### src/rtl/uart_fifo_tx.sv
// UART transmitter (8N1) fed by a byte FIFO; every byte passes through the FIFO.
// Latency: a byte written into an empty FIFO while idle drives the start bit from the next edge.
// Backpressure: none to the writer; writes while full are dropped and flagged by a one-cycle overflow pulse.
//
// Ports:
//   clock460800 - single clock (460800 Hz -> 115200 baud at OVERSAMPLE=4)
//   reset       - synchronous active-high reset
//   data/write  - byte and enqueue strobe (one byte per asserted cycle)
//   full/count  - FIFO full flag and occupancy
//   overflow    - one-cycle pulse after a dropped write
//   busy        - frame in progress or FIFO non-empty
//   UART_TX     - registered serial line, idle high
module uart_fifo_tx #(
  parameter int DEPTH_LOG2 = 3,
  parameter int OVERSAMPLE = 4
) (
  input  logic                  clock460800,
  input  logic                  reset,
  input  logic [7:0]            data,
  input  logic                  write,
  output logic                  full,
  output logic [DEPTH_LOG2:0]   count,
  output logic                  overflow,
  output logic                  busy,
  output logic                  UART_TX
);

  localparam int DEPTH = 1 << DEPTH_LOG2;
  localparam int CNTW  = DEPTH_LOG2 + 1;
  localparam int CW    = (OVERSAMPLE > 1) ? $clog2(OVERSAMPLE) : 1;
  localparam logic [CW-1:0]   LP_BIT_LAST = CW'(OVERSAMPLE - 1);
  localparam logic [CNTW-1:0] LP_FULL     = CNTW'(DEPTH);

  typedef enum logic [1:0] {
    S_IDLE,
    S_START,
    S_DATA,
    S_STOP
  } state_t;

  logic [7:0]            r_mem [DEPTH];
  logic [DEPTH_LOG2-1:0] r_wptr;
  logic [DEPTH_LOG2-1:0] r_rptr;
  logic [CNTW-1:0]       r_count;
  logic                  r_overflow;

  state_t                r_state;
  logic [CW-1:0]         r_bitcnt;
  logic [2:0]            r_bitidx;
  logic [7:0]            r_shift;
  logic                  r_tx;

  state_t                w_state_nxt;
  logic [CW-1:0]         w_bitcnt_nxt;
  logic [2:0]            w_bitidx_nxt;
  logic [7:0]            w_shift_nxt;
  logic                  w_tx_nxt;
  logic                  w_pop;
  logic                  w_push;
  logic                  w_full;
  logic                  w_bit_end;

  // Full comes from the registered count, so a pop on the same edge does not rescue a write.
  assign w_full    = (r_count == LP_FULL);
  assign w_push    = write & ~w_full;
  assign w_bit_end = (r_bitcnt == LP_BIT_LAST);

  always_comb begin
    w_state_nxt  = r_state;
    w_bitcnt_nxt = r_bitcnt;
    w_bitidx_nxt = r_bitidx;
    w_shift_nxt  = r_shift;
    w_tx_nxt     = r_tx;
    w_pop        = 1'b0;
    case (r_state)
      S_IDLE: begin
        w_tx_nxt     = 1'b1;
        w_bitcnt_nxt = '0;
        w_bitidx_nxt = '0;
        if (r_count != '0) begin
          w_pop       = 1'b1;
          w_shift_nxt = r_mem[r_rptr];
          w_tx_nxt    = 1'b0;
          w_state_nxt = S_START;
        end
      end
      S_START: begin
        if (w_bit_end) begin
          w_bitcnt_nxt = '0;
          w_bitidx_nxt = '0;
          w_tx_nxt     = r_shift[0];
          w_state_nxt  = S_DATA;
        end else begin
          w_bitcnt_nxt = r_bitcnt + CW'(1);
        end
      end
      S_DATA: begin
        if (w_bit_end) begin
          w_bitcnt_nxt = '0;
          if (r_bitidx == 3'd7) begin
            w_tx_nxt    = 1'b1;
            w_state_nxt = S_STOP;
          end else begin
            // Shift register keeps the current bit at [0]; next bit is [1].
            w_bitidx_nxt = r_bitidx + 3'd1;
            w_shift_nxt  = {1'b0, r_shift[7:1]};
            w_tx_nxt     = r_shift[1];
          end
        end else begin
          w_bitcnt_nxt = r_bitcnt + CW'(1);
        end
      end
      S_STOP: begin
        if (w_bit_end) begin
          w_bitcnt_nxt = '0;
          // Back-to-back frames: go straight to the next start bit.
          if (r_count != '0) begin
            w_pop       = 1'b1;
            w_shift_nxt = r_mem[r_rptr];
            w_tx_nxt    = 1'b0;
            w_state_nxt = S_START;
          end else begin
            w_tx_nxt    = 1'b1;
            w_state_nxt = S_IDLE;
          end
        end else begin
          w_bitcnt_nxt = r_bitcnt + CW'(1);
        end
      end
      default: begin
        w_tx_nxt    = 1'b1;
        w_state_nxt = S_IDLE;
      end
    endcase
  end

  always_ff @(posedge clock460800) begin
    if (reset) begin
      r_state    <= S_IDLE;
      r_bitcnt   <= '0;
      r_bitidx   <= '0;
      r_shift    <= '0;
      r_tx       <= 1'b1;
      r_wptr     <= '0;
      r_rptr     <= '0;
      r_count    <= '0;
      r_overflow <= 1'b0;
    end else begin
      r_state    <= w_state_nxt;
      r_bitcnt   <= w_bitcnt_nxt;
      r_bitidx   <= w_bitidx_nxt;
      r_shift    <= w_shift_nxt;
      r_tx       <= w_tx_nxt;
      r_overflow <= write & w_full;
      if (w_push) r_wptr <= r_wptr + DEPTH_LOG2'(1);
      if (w_pop)  r_rptr <= r_rptr + DEPTH_LOG2'(1);
      case ({w_push, w_pop})
        2'b10:   r_count <= r_count + CNTW'(1);
        2'b01:   r_count <= r_count - CNTW'(1);
        default: r_count <= r_count;
      endcase
    end
  end

  // Storage needs no reset; validity is tracked by the pointers and count.
  always_ff @(posedge clock460800) begin
    if (!reset && w_push) r_mem[r_wptr] <= data;
  end

  assign full     = w_full;
  assign count    = r_count;
  assign overflow = r_overflow;
  assign busy     = (r_state != S_IDLE) || (r_count != '0);
  assign UART_TX  = r_tx;

endmodule
### config.mk
export PLATFORM = sky130hd
export DESIGN_NAME = uart_fifo_tx
export DESIGN_NICKNAME = d
export VERILOG_FILES = /design/src/rtl/uart_fifo_tx.sv
export SDC_FILE = /design/constraint.sdc
export NUM_CORES = 1
export LEC_CHECK = 0
export BUFFER_PORTS_ARGS = -buffer_cell sky130_fd_sc_hd__buf_2
export CORE_MARGIN = 5
export CORE_UTILIZATION = 49
export CTS_BUF_LIST = sky130_fd_sc_hd__clkbuf_4 sky130_fd_sc_hd__clkbuf_8
export DETAILED_ROUTE_END_ITERATION = 7
export GPL_TIMING_DRIVEN = 0
export PLACE_DENSITY = 0.77
export RECOVER_POWER = 25
export SLEW_MARGIN = 5
export SYNTH_ARGS = -nofsm -noshare
export SYNTH_HDL_FRONTEND = slang
export SYNTH_SLANG_ARGS = --single-unit
### constraint.sdc
create_clock -name clock460800 -period 6.47 [get_ports clock460800]
set_input_delay 0.9705 -clock clock460800 [delete_from_list [all_inputs] [get_ports clock460800]]
set_output_delay 0.9705 -clock clock460800 [all_outputs]
set_load 0.02 [all_outputs]
==> metrics.md <==
| Metric | Value |
|---|---|
| Post-synthesis sequential area ratio | ~63% |
| Final setup violation count | 0 |
| Final min period | 2.842 ns |
| CP Capture Type | flop |
| Commonest non-fill, non-tap cells in the layout | edfxtp_1, dfxtp_1, nor2_1 |
| Place WS | 3.126 ns |
| Post-route antenna net violation count | 0 |
| Final setup TNS | 0 ns |
| Met1 Use GR | 19.27% |
| Gr ovfl total | 0 |
| Fill cells | 693 |
| Postcts setup bufs | 0 |
| Ys flop type | edfxtp_1 |
| Startpoint type of the worst setup path | flop |
| FFs w/ async S/R, synth | 0% |
| Cts repair resizes | 0 |
| Number of global-route vias before repair | between 2k and 2.5k |
| Area growth syn-to-layout | 10.10% |
| CP required | between 6 and 7 ns |
| Die X-Extent | between 100 and 150 um |
| Tightest Pin Transition | 0.8772 ns |
| Post-Syn Nets | around 280 |
| Distinct cells, synth | 43 |
| M3 GR Usage | around 2.6% |
| Detailed Place HPWL | 4498 um |
| EDFF count, synth | 64 |
| Starting Density | 49.46% |
| Skew-Pair Late Insertion Delay | 0.37 ns |
| Critical hold path startpoint | r_bitcnt[0]$_SDFF_PP0_ |
| Critical R2R Launch | r_state[0]$_SDFFE_PP0P_ |
| Post-Synthesis Cells | 258 |
| Layout cells sized above 1 | 16.84% |
| Syn Std Cell Area | 0.004003 mm^2 |
| YS warnings | 0 |
| Final worst-path setup slack | between 3 and 4 ns |
| Placeable Area | 0.008093 mm^2 |
| Clk root buf | clkbuf_8 |
| Average routed wire per standard cell | 17.17 um |
| P_leak | 1.530 nW |
| Avg Cell Area, Syn | 15.51 um^2 |
| Skew final | 0.01492 ns |
| CP Launch Point | r_state[0]$_SDFFE_PP0P_ |
| Worst path arrival time | 3.14 ns |
| Total GRT Usage | 14.32% |
| Fmax achieved | ~350 MHz |
| Worst-path clk slew | 0.09 ns |
| I/O Buffers | 17 |
| HP Class | flop to flop |
| DR iter-0 viols | roughly 120 |
| Busiest layer in global routing | met2 |
| Final Wtd Congestion | 0.7877 |
| RSZ-0062 raised after global routing | false |
| ANT cells | 0 |
| Final-report max-slew violation count | 0 |
| I/O pin total | 19 |
| Clock buffer count from CTS | 9 |
| Drt drc | 0 |
| Period utilization | 43.93% |
| Final hold vios | 0 |
| Die Y | around 100 um |
| Pin count of the biggest net entering global routing | 19 |
| Rel. slew slack | 41.30% |
| First-pass GRT wire length | 10800 um |
| Total wire length | between 6000 and 7000 um |
| Status | completed |
| Clock tree buffer depth | 2 |
| Layout Nets | 311 |
| Met2 global-route usage | 22.58% |
| Die area | slightly above 0.01 mm^2 |
| Total power | 1.631 mW |
| VDD IR max | 188.0 uV |
| Crit path kind | flop to flop |
| Power density over cell area | 370.2 mW/mm^2 |
| Vias per cell | 5.533 |
| TritonCTS clock tree | built |
| Max-cap check violation count | 0 |
| Commonest non-fill, non-tap cell in the layout | edfxtp_1 |
| FF+latch count, synth | between 90 and 100 |
| Via count | 2191 |
| Row Count | 33 |
| # H-tree levels | 3 |
| Initial antenna violation count | 0 |
| Critical Path Fanout Max | 5 |
| DR pass1 iterations | 4 |
| Clk sinks | 94 |
| Hold buffers post-CTS | 0 |
[kinds of logic (layout without fill, tap and decap cells)]
group                    Yosys count  after routing  share of synthesized area, %
flip-flops                        94             94                         63.02
AND/OR/NAND/NOR                   70             70                         10.28
AO/OA/AOI/OAI                     31             31                         5.439
multiplexers                      27             27                         13.13
buffers and inverters             15             48                         2.219
adder cells (fa/ha/maj)           14             14                         4.376
XOR/XNOR                           7              7                         1.532
[where the power goes]
part | internal [mW] | switching, mW
Combinational | 0.228 | 0.274
Sequential | 0.713 | 0.0488
Clock | 0.148 | 0.219
[final cells by class]
class | instances | area, um^2 | area share [%]
plain buffers | 12 | 77.57 | 1.760
clock buffers | 9 | 123.9 | 2.811
clock inverters | 7 | 61.31 | 1.391
inverters | 3 | 11.26 | 0.2555
multi-input cells | 149 | 1401 | 31.80
flip-flops and latches | 94 | 2522 | 57.24
well taps | 105 | 131.4 | 2.981
repair buffers | 17 | 77.57 | 1.760
[final timing paths]
path	cells past startpoint	endpoint	slack (ns)
worst max-delay path	10	count[2]$_SDFFE_PP0P_	3.63
worst min register to register	1	r_bitcnt[0]$_SDFF_PP0_	0.44
worst min-delay path	1	r_bitcnt[0]$_SDFF_PP0_	0.44
worst max register to register	10	count[2]$_SDFFE_PP0P_	3.63
[Yosys cell counts, types with 2 or more instances]
library cell  instances  share of area (%)
edfxtp_1             64                 48
dfxtp_1              30                 15
nor2_1               20                1.9
ha_1                 14                4.4
mux4_1               12                7.9
nand2_1               9               0.84
clkbuf_1              8               0.75
mux2_2                8                2.3
a21oi_1               7               0.88
a221o_1               7                1.8
and2_1                7                1.1
nand2b_1              7                1.1
o21ai_1               6               0.75
xor2_1                5                1.1
mux4_2                4                2.3
nand3_1               4               0.50
nor2b_1               4               0.63
nor3_1                4               0.50
nor4b_1               4               0.88
mux2i_1               3               0.75
o21ai_0               3               0.38
or3_1                 3               0.47
buf_6                 2               0.56
inv_1                 2               0.19
nand4b_1              2               0.44
xnor2_1               2               0.44
[registers in the layout, summed over array words and instances, names as in the netlist, 2 cells and up, named ones only]
register / flops
r_bitidx: 3
r_rptr: 3
count: 4
r_state: 2
r_wptr: 3
r_bitcnt: 2
r_shift: 8
r_mem: 64
[layer usage]
layer	wire length [um]	vias up
met3	289	5
met1	3086	1079
met5	0	-
met2	3355	47
li1	-	1060
met4	70	0
[worst max-delay path, stage by stage, from the launching register on]
cell	delay (ns)
dfxtp_1	0.41
inv_1	0.13
ha_1	0.38
nor3_1	0.53
ha_1	0.37
xor2_1	0.17
ha_1	0.16
a21oi_1	0.05
xor2_1	0.15
or3_1	0.31
a21oi_1	0.14
[per-stage QoR]
| stage | utilization [%] | hold slack (ns) | area [um^2] | std cells |
|---|---|---|---|---|
| detailed placement | 52.20 | 0.4300 | 4224 | 380 |
| finish | 54.45 | 0.4356 | 4407 | 396 |
| global placement | 52.13 | 0.4150 | 4219 | 380 |
| CTS | 54.48 | 0.4444 | 4409 | 396 |
| global route | 54.45 | 0.4528 | 4407 | 396 |
| floorplan | - | 0.4072 | 4003 | 258 |
Note: power is estimated with default switching activity, not from simulation.
